**config.mk**
```make
export PLATFORM = sky130hd
export DESIGN_NAME = ahb_arbiter_flat
export DESIGN_NICKNAME = d
export VERILOG_FILES = /design/src/rtl/ahb_arbiter_if.sv /design/src/rtl/ahb_arbiter.sv /design/src/flat_wrapper.sv
export SDC_FILE = /design/constraint.sdc
export NUM_CORES = 1
export LEC_CHECK = 0
export BUFFER_PORTS_ARGS = -buffer_cell sky130_fd_sc_hd__buf_4
export CAP_MARGIN = 20
export CORE_ASPECT_RATIO = 1.2
export CORE_MARGIN = 8
export CORE_UTILIZATION = 40
export CTS_CLUSTER_SIZE = 8
export DETAILED_ROUTE_END_ITERATION = 6
export SLEW_MARGIN = 20
export SYNTH_ARGS = -nofsm -noshare
export SYNTH_HDL_FRONTEND = slang
export SYNTH_SLANG_ARGS = --single-unit
```
**constraint.sdc**
```tcl
create_clock -name HCLK -period 2.12 [get_ports HCLK]
set_input_delay 0.106 -clock HCLK [delete_from_list [all_inputs] [get_ports HCLK]]
set_output_delay 0.106 -clock HCLK [all_outputs]
set_load 0.005 [all_outputs]
```
**src/rtl/ahb_arbiter_if.sv**
```systemverilog
// Arbiter-facing AHB signals: master request/lock lines, the muxed address-phase
// controls and slave response, and the grant/ownership outputs.
interface ahb_arbiter_if #(
  parameter int N  = 2,
  localparam int MW = $clog2(N)
);
  logic [N-1:0]  HBUSREQ;
  logic [N-1:0]  HLOCK;
  logic [1:0]    HTRANS;
  logic [2:0]    HBURST;
  logic          HREADY;
  logic [1:0]    HRESP;
  logic [N-1:0]  HGRANT;
  logic [MW-1:0] HMASTER;
  logic          HMASTLOCK;

  modport slave (
    input  HBUSREQ, HLOCK, HTRANS, HBURST, HREADY, HRESP,
    output HGRANT, HMASTER, HMASTLOCK
  );

  modport master (
    output HBUSREQ, HLOCK, HTRANS, HBURST, HREADY, HRESP,
    input  HGRANT, HMASTER, HMASTLOCK
  );
endinterface

```
**src/rtl/ahb_arbiter.sv**
```systemverilog
// Round-robin AHB arbiter: regrants only at burst boundaries, honours HLOCK,
// and pipelines ownership into HMASTER/HMASTLOCK on HREADY edges.
module ahb_arbiter #(
  parameter int NO_OF_MASTERS  = 2,
  parameter int DEFAULT_MASTER = 0,
  localparam int MW = $clog2(NO_OF_MASTERS)
) (
  input  logic          HCLK,
  input  logic          HRESET,
  ahb_arbiter_if.slave  bus
);
  localparam logic [1:0] T_IDLE = 2'd0, T_NONSEQ = 2'd2, T_SEQ = 2'd3;
  localparam logic [2:0] B_SINGLE = 3'd0, B_INCR = 3'd1;
  localparam logic [1:0] R_ERROR = 2'd1;
  localparam logic [MW-1:0] DEF_IDX = MW'(DEFAULT_MASTER);

  typedef enum logic [1:0] {ARB, BURST, INCR_B} state_t;

  state_t                   state, state_nxt;
  logic [3:0]               beat_cnt, cnt_nxt, len_m1, len_nxt;
  logic [MW-1:0]            rr_ptr, grant_idx, winner, cand, hmaster;
  logic [MW:0]              sum;
  logic [NO_OF_MASTERS-1:0] hgrant;
  logic                     hmastlock, accepted, lock_held, handover, arb_open, found;

  assign accepted  = bus.HREADY && (bus.HTRANS == T_NONSEQ || bus.HTRANS == T_SEQ);
  assign lock_held = bus.HLOCK[grant_idx] && bus.HBUSREQ[grant_idx];
  // A grant not yet taken up by the ownership pipeline must not be revoked,
  // otherwise the new master's first NONSEQ would be credited to someone else.
  assign handover  = (grant_idx != hmaster);
  assign arb_open  = bus.HREADY && !lock_held && !handover && (state_nxt == ARB);

  always_comb begin
    state_nxt = state;
    cnt_nxt   = beat_cnt;
    len_nxt   = len_m1;
    unique case (state)
      ARB: if (accepted && bus.HTRANS == T_NONSEQ) begin
        if (bus.HBURST == B_INCR) state_nxt = INCR_B;
        else if (bus.HBURST != B_SINGLE) begin
          state_nxt = BURST;
          cnt_nxt   = 4'd1;
          // HBURST[2:1] encodes 4/8/16 beats as 1/2/3
          unique case (bus.HBURST[2:1])
            2'd1:    len_nxt = 4'd3;
            2'd2:    len_nxt = 4'd7;
            default: len_nxt = 4'd15;
          endcase
        end
      end
      BURST: if (accepted) begin
        if (beat_cnt == len_m1) begin
          state_nxt = ARB;
          cnt_nxt   = 4'd0;
        end else cnt_nxt = beat_cnt + 4'd1;
      end
      INCR_B: if (bus.HREADY && (!bus.HBUSREQ[grant_idx] || bus.HTRANS == T_IDLE))
        state_nxt = ARB;
      default: state_nxt = ARB;
    endcase
    if (bus.HRESP == R_ERROR && !bus.HREADY) begin
      state_nxt = ARB;
      cnt_nxt   = 4'd0;
    end
  end

  always_comb begin
    winner = DEF_IDX;
    found  = 1'b0;
    sum    = '0;
    cand   = '0;
    for (int i = 1; i <= NO_OF_MASTERS; i++) begin
      sum = {1'b0, rr_ptr} + (MW+1)'(i);
      if (sum >= (MW+1)'(NO_OF_MASTERS)) sum = sum - (MW+1)'(NO_OF_MASTERS);
      cand = sum[MW-1:0];
      if (!found && bus.HBUSREQ[cand]) begin
        winner = cand;
        found  = 1'b1;
      end
    end
  end

  always_ff @(posedge HCLK or posedge HRESET) begin
    if (HRESET) begin
      state     <= ARB;
      beat_cnt  <= '0;
      len_m1    <= '0;
      rr_ptr    <= DEF_IDX;
      grant_idx <= DEF_IDX;
      hgrant    <= NO_OF_MASTERS'(1) << DEF_IDX;
      hmaster   <= DEF_IDX;
      hmastlock <= 1'b0;
    end else begin
      state    <= state_nxt;
      beat_cnt <= cnt_nxt;
      len_m1   <= len_nxt;
      if (bus.HREADY) begin
        hmaster   <= grant_idx;
        hmastlock <= bus.HLOCK[grant_idx];
      end
      if (arb_open) begin
        grant_idx <= winner;
        rr_ptr    <= winner;
        hgrant    <= NO_OF_MASTERS'(1) << winner;
      end
    end
  end

  assign bus.HGRANT    = hgrant;
  assign bus.HMASTER   = hmaster;
  assign bus.HMASTLOCK = hmastlock;
endmodule

```
**src/flat_wrapper.sv**
```systemverilog
// flat-port wrapper written by rule: the top's interface ports become plain ports
module ahb_arbiter_flat 
#(
  parameter int NO_OF_MASTERS  = 2,
  parameter int DEFAULT_MASTER = 0,
  localparam int MW = $clog2(NO_OF_MASTERS)
)
  (HCLK, HRESET, bus_HBUSREQ, bus_HLOCK, bus_HTRANS, bus_HBURST, bus_HREADY, bus_HRESP, bus_HGRANT, bus_HMASTER, bus_HMASTLOCK);
  ahb_arbiter_if #(.N(2)) bus_i ();
  input  logic HCLK;
  input  logic HRESET;
  input wire logic [$bits(bus_i.HBUSREQ)-1:0] bus_HBUSREQ;
  input wire logic [$bits(bus_i.HLOCK)-1:0] bus_HLOCK;
  input wire logic [$bits(bus_i.HTRANS)-1:0] bus_HTRANS;
  input wire logic [$bits(bus_i.HBURST)-1:0] bus_HBURST;
  input wire logic [$bits(bus_i.HREADY)-1:0] bus_HREADY;
  input wire logic [$bits(bus_i.HRESP)-1:0] bus_HRESP;
  output wire logic [$bits(bus_i.HGRANT)-1:0] bus_HGRANT;
  output wire logic [$bits(bus_i.HMASTER)-1:0] bus_HMASTER;
  output wire logic [$bits(bus_i.HMASTLOCK)-1:0] bus_HMASTLOCK;
  assign bus_i.HBUSREQ = bus_HBUSREQ;
  assign bus_i.HLOCK = bus_HLOCK;
  assign bus_i.HTRANS = bus_HTRANS;
  assign bus_i.HBURST = bus_HBURST;
  assign bus_i.HREADY = bus_HREADY;
  assign bus_i.HRESP = bus_HRESP;
  assign bus_HGRANT = bus_i.HGRANT;
  assign bus_HMASTER = bus_i.HMASTER;
  assign bus_HMASTLOCK = bus_i.HMASTLOCK;
  ahb_arbiter #(.NO_OF_MASTERS(NO_OF_MASTERS), .DEFAULT_MASTER(DEFAULT_MASTER)) u_core (.HCLK(HCLK), .HRESET(HRESET), .bus(bus_i));
endmodule
```
Word level (Yosys, flattened, before mapping)
Index checks and enable logic that the tools add are counted.
{"block": "word_totals", "regBits": 15, "latch_bits": 0, "mem_bits_rw": 0, "romBits": 0, "inputBits": 14, "out_inout_bits": 4, "word_cells": 85, "memories": 0}
{"block": "op_classes", "n_addsub": 5, "multipliers": 0, "div_mod_pow": 0, "order_cmp": 5, "eq_ne": 14, "shift": 1, "muxes": 29, "bitwise": 1, "n_reduce_logical": 23}
{"operator": "$mux W4", "count": 6}
{"operator": "$pmux W4 S2", "count": 2}
{"operator": "$mux W2", "count": 7}
{"operator": "$mux W1", "count": 13}
{"operator": "$logic_and A1 B1 Y1", "count": 9}
{"operator": "$ne A3 B1 Y1 const B", "count": 3}
{"operator": "$eq A2 B2 Y1 const B", "count": 4}
{"operator": "$eq A2 B1 Y1 const B", "count": 3}
{"operator": "$logic_not A2 Y1", "count": 3}
{"operator": "$lt A1 B2 Y1 const B", "count": 3}
{"operator": "$pmux W2 S3", "count": 1}
{"operator": "$reduce_bool A3 Y1", "count": 2}
{"operator": "$logic_not A1 Y1", "count": 5}
{"operator": "$reduce_and A5 Y1", "count": 1}
{"operator": "$add A4 B1 Y4 const B", "count": 1}
{"operator": "$eq A4 B4 Y1", "count": 1}
{"operator": "$ge A2 B2 Y1 const B", "count": 2}
{"operator": "$reduce_and A4 Y1", "count": 1}
{"operator": "$eq A3 B1 Y1 const B", "count": 1}
{"operator": "$ne A3 B3 Y1 const B", "count": 1}
{"operator": "$add A1 B1 Y2 const B", "count": 1}
{"operator": "$add A1 B2 Y2 const B", "count": 1}
{"operator": "$logic_or A1 B1 Y1", "count": 2}
{"operator": "$shl A1 B1 Y2 const A", "count": 1}
{"operator": "3 further kinds", "count": 4}

Logic depth before layout (Yosys ltp)
{"block": "logic_depth", "ltp_word": 10, "ltp_mapped": 6, "ltp_nobuf": 5}

Least setup slack after synthesis
No wires, ideal clock.
{"block": "synth_path", "kind": "flip-flop to flip-flop", "from": "reg u_core.state[0]", "to": "reg u_core.hgrant[0], in the netlist u_core.bus.HGRANT[0]", "setup_time_ps": 82, "arrival_time_ps": 1562, "slack_ps": 476, "path_stages_with_launch": 6, "n_path_buf": 1, "period_less_slack_ps": 1644, "path_cell_list": "dfrtp_1 -> clkbuf_8 -> nor4_4 -> nor3_2 -> o311ai_2 -> mux2_4"}
{"block": "synth_via", "elab_chain_len": 7, "word_cells_on_any_way": 13}
{"item": "start, declared", "line_no": "ahb_arbiter.sv:19", "text": "state_t state, state_nxt;"}
{"item": "start signal, assigned", "line_no": "ahb_arbiter.sv:94", "text": "state <= state_nxt;"}
{"item": "$mux W2", "line_no": "ahb_arbiter.sv:40", "text": "else if (bus.HBURST != B_SINGLE) begin"}
{"item": "$mux W2", "line_no": "ahb_arbiter.sv:39", "text": "if (bus.HBURST == B_INCR) state_nxt = INCR_B;"}
{"item": "$mux W2", "line_no": "ahb_arbiter.sv:38", "text": "ARB: if (accepted && bus.HTRANS == T_NONSEQ) begin"}
{"item": "$pmux W2 S3 *", "line_no": "ahb_arbiter.sv:37", "text": "unique case (state)"}
{"item": "$mux W2 *", "line_no": "ahb_arbiter.sv:61", "text": "if (bus.HRESP == R_ERROR && !bus.HREADY) begin"}
{"item": "$logic_not A2 Y1 *", "line_no": "ahb_arbiter.sv:31", "text": "assign arb_open = bus.HREADY && !lock_held && !handover && (state_nxt == ARB);"}
{"item": "$logic_and A1 B1 Y1 *", "line_no": "ahb_arbiter.sv:31"}
{"item": "end signal, assigned", "line_no": "ahb_arbiter.sv:90", "text": "hgrant <= NO_OF_MASTERS'(1) << DEF_IDX;"}
{"item": "end signal, assigned", "line_no": "ahb_arbiter.sv:104", "text": "hgrant <= NO_OF_MASTERS'(1) << winner;"}
{"item": "end, declared", "line_no": "ahb_arbiter.sv:23", "text": "logic [NO_OF_MASTERS-1:0] hgrant;"}
Mark *: on every way between the ends. The rest lies on a longest branch, timed or not.
A chain may end at the register's enable or synchronous reset.

Worst setup path after layout
Ends and elaborated chain as after synthesis.

==> summary.md <==
| Metric | Value |
|---|---|
| Status | finished, final reports clean |
| Finished Cell Area | about 1000 sq um |
| Placed cells | ~130 |
| R2R Setup Slk | 0.35 ns |
| GRT overflow | 0 |
| GRT Total Usage | about a tenth |
| Site row count | 18 |
| TritonCTS clock tree | done |
| # IOs | 18 |
| Clock Path Buffers | 2 |
| Number of post-CTS setup repair buffers | 0 |
| Hold slack final | 0.1090 ns |
| Initial Util | 42.19% |
| Post-route clock period utilization | a little over four fifths |
| Hold path cells | 3 |
| Place WS | ~0.35 ns |
| Synth Warn # | 0 |
| Fillcell total | between 150 and 200 |
| Post-Route Setup TNS | 0 ns |
| Core Region | between 2000 and 2500 sq um |
| Cells after Synth | 83 |
| Predominant post-synthesis flop cell | dfrtp_1 |
| Ys async rst share | 100.0% |
| Register-to-Register Path Depth | 4 |
| Dpl hpwl | between 1000 and 1500 um |
| Worst r2r src | u_core.state[0] |
| IR Drop Worst-Case VDD | 0.4246 mV |
| CP Launch Type | register |
| First-pass GRT wire length | roughly 3200 um |
| Crit path cell chain | nor4_4 > nor3_2 > o311ai_2 > mux2_4 |
| Yosys reg bits | 13 |
| Layout Utilization | between 50% and 60% |
| Pre-antenna DRT Iters | 3 |
| Initial antenna violation count | 0 |
| Initial DRC count | 8 |
| Die H | roughly 67 um |
| Total leakage power | about 0.45 nW |
| Routed len/inst | approximately 13 um |
| Worst hold endpoint | u_core.state[1] |
| Via density | about 5 |
| Crit path largest cell delay | approximately 0.52 ns |
| Final Hold Viols | 0 |
| Syn_area_per_cell | about 10 sq um |
| Crit path kind | register to register |
| Slew @ Worst Pin | 0.5050 ns |
| Finish-stage setup viols | 0 |
| N_diodes | 0 |
| Final cell count without fillers | roughly 130 |
| Slew Viols, Final | 0 |
| RSZ-0062 raised after global routing | false |
| F_max | approximately 570 MHz |
| Largest net degree at the start of global routing | 14 |
| TritonCTS Buffers | 3 |
| Count of cell types in the netlist | 38 |
| PD cells | around 830 nW/um^2 |
| Layout cell share with drive strength beyond 1 | 34.65% |
| Final ANT Viol Nets | 0 |
| Die Width | ~60 um |
| Area after DPL | about 990 sq um |
| Slowest-stage cell, CP | dfrtp_1 |
| Drc violations | 0 |
| Fin Clk Skew | roughly 0.0039 ns |
| CP endpoint kind | register |
| Routed WL | roughly 1700 um |
| Final worst slack | 0.3518 ns |
| Num Clock Sinks | 13 |
| Die Area | roughly 3900 sq um |
| Register area share after synthesis | between 30% and 40% |
| Area Growth Syn to Fin | 18.67% |
| Worst-Skew Late Latency | 0.28 ns |
| R2r endpoint | u_core.bus.HGRANT[0] |
| Critical-path maximum fanout | 10 |
| Mapped Nets | 99 |
| Mapped Area | a little under 900 sq um |
| Vias | 665 |
| Critical path data required time | approximately 2.3 ns |
| Port buffer count | 17 |
| Vias in the first global route | 735 |
| Relative slew slack | between 60% and 70% |
| Max H-tree Level | 1 |
| Number of synthesized flops with an enable pin | 0 |
| CP arrival | 1.98 ns |
| Power Total | around 0.85 mW |
| Max-Cap Viols | 0 |
| Final Critical Period | between 1.5 and 2 ns |
| Clock Tree Root | clkbuf_4 |
| Worst-path clk slew | 0.08 ns |
| Worst hold path class | input port to register |
| Final #Nets | 118 |
| Hold path start | bus_HRESP[1] |
| GP Congestion | 0.7843 |
worst max-delay path by stage:
stage	start	to	slack, ns	depth (start not counted)
after CTS	u_core.state[0]	u_core.bus.HGRANT[0]	0.34	4
final	u_core.state[0]	u_core.bus.HGRANT[0]	0.35	4
after detailed placement	u_core.state[0]	u_core.bus.HGRANT[0]	0.35	4
after global routing	u_core.state[0]	u_core.bus.HGRANT[0]	0.28	4
after floorplan	u_core.state[0]	u_core.bus.HGRANT[0]	0.48	5
after global placement	u_core.state[0]	u_core.bus.HGRANT[0]	0.38	4
cells by family (layout without fill, tap and decap cells):
kind of cell	count (synthesis)	count (layout)	share of synthesized area [%]
AOI/OAI and AO/OA	20	20	17.37
muxes	6	6	7.814
adders and majority gates	2	2	2.894
DFF	13	13	37.77
buffers and inverters	7	25	5.932
and+or+nand+nor	33	33	26.19
xor gates and xnor gates	2	2	2.026
flip-flops by register name, summed over array words and instances, names as in the netlist:
name / cells
u_core.bus.HGRANT: 2
u_core.bus.HMASTER: 1
u_core.beat_cnt: 4
u_core.state: 2
u_core.bus.HMASTLOCK: 1
u_core.len_m1: 3
metal layers:
layer	global-route usage [%]	up-vias	wire length [um]
met5	0	-	0
met4	5.521	0	21
met3	3.083	4	57
met2	17.54	10	879
met1	11.22	312	768
li1	-	339	-
power breakdown:
group | switching, mW | internal, mW
clock network | 0.0843 | 0.0730
logic | 0.117 | 0.173
registers | 0.0841 | 0.320
total | 0.286 | 0.566
worst max-delay path: cells and delay by family, from the launching register on:
| kind | cells | cell delay [ns] |
|---|---|---|
| and+or+nand+nor | 2 | 0.54 |
| DFF | 1 | 0.52 |
| muxes | 1 | 0.33 |
| AOI/OAI and AO/OA | 1 | 0.32 |
placed cells by master, fill, tap and decap left out, types with 2 or more instances in the layout:
master,count
nor2b_1,3
mux2_2,2
nor4_4,2
a31oi_1,2
and3_1,2
mux2i_1,3
xnor2_1,2
a21oi_1,5
nor2_1,8
nor3_2,2
and3b_1,2
buf_4,17
a22o_1,2
nand2_1,6
dfrtp_1,12
clkbuf_4,3
ha_1,2
o21bai_1,3
inv_1,3
cell usage after synthesis, types with 2 or more instances:
| master | count | area share, % |
|---|---|---|
| a21oi_1 | 5 | 2.9 |
| a22o_1 | 2 | 2.0 |
| a31oi_1 | 2 | 1.4 |
| and3_1 | 2 | 1.4 |
| and3b_1 | 2 | 2.0 |
| buf_4 | 2 | 1.7 |
| dfrtp_1 | 12 | 35 |
| ha_1 | 2 | 2.9 |
| inv_1 | 3 | 1.3 |
| mux2_2 | 2 | 2.6 |
| mux2i_1 | 3 | 3.5 |
| nand2_1 | 6 | 2.6 |
| nor2_1 | 8 | 3.5 |
| nor2b_1 | 3 | 2.2 |
| nor3_2 | 2 | 2.3 |
| nor4_4 | 2 | 4.9 |
| o21bai_1 | 3 | 2.6 |
| xnor2_1 | 2 | 2.0 |
area by class of cell:
cell class	count	area, sq um	share of cell area [%]
inverters	3	11.26	1.098
flip-flops and latches	13	326.6	31.83
multi-input cells	63	486.7	47.44
clock buffers	4	26.28	2.561
repair buffers	18	137.6	13.41
well taps	30	37.54	3.659
timing repair:
item / CTS / global route
hold endpoints to repair: 12 / 0
hold buffers: 1 / 0
resized for setup: 0 / 0
(Power assumes the default switching activity.)
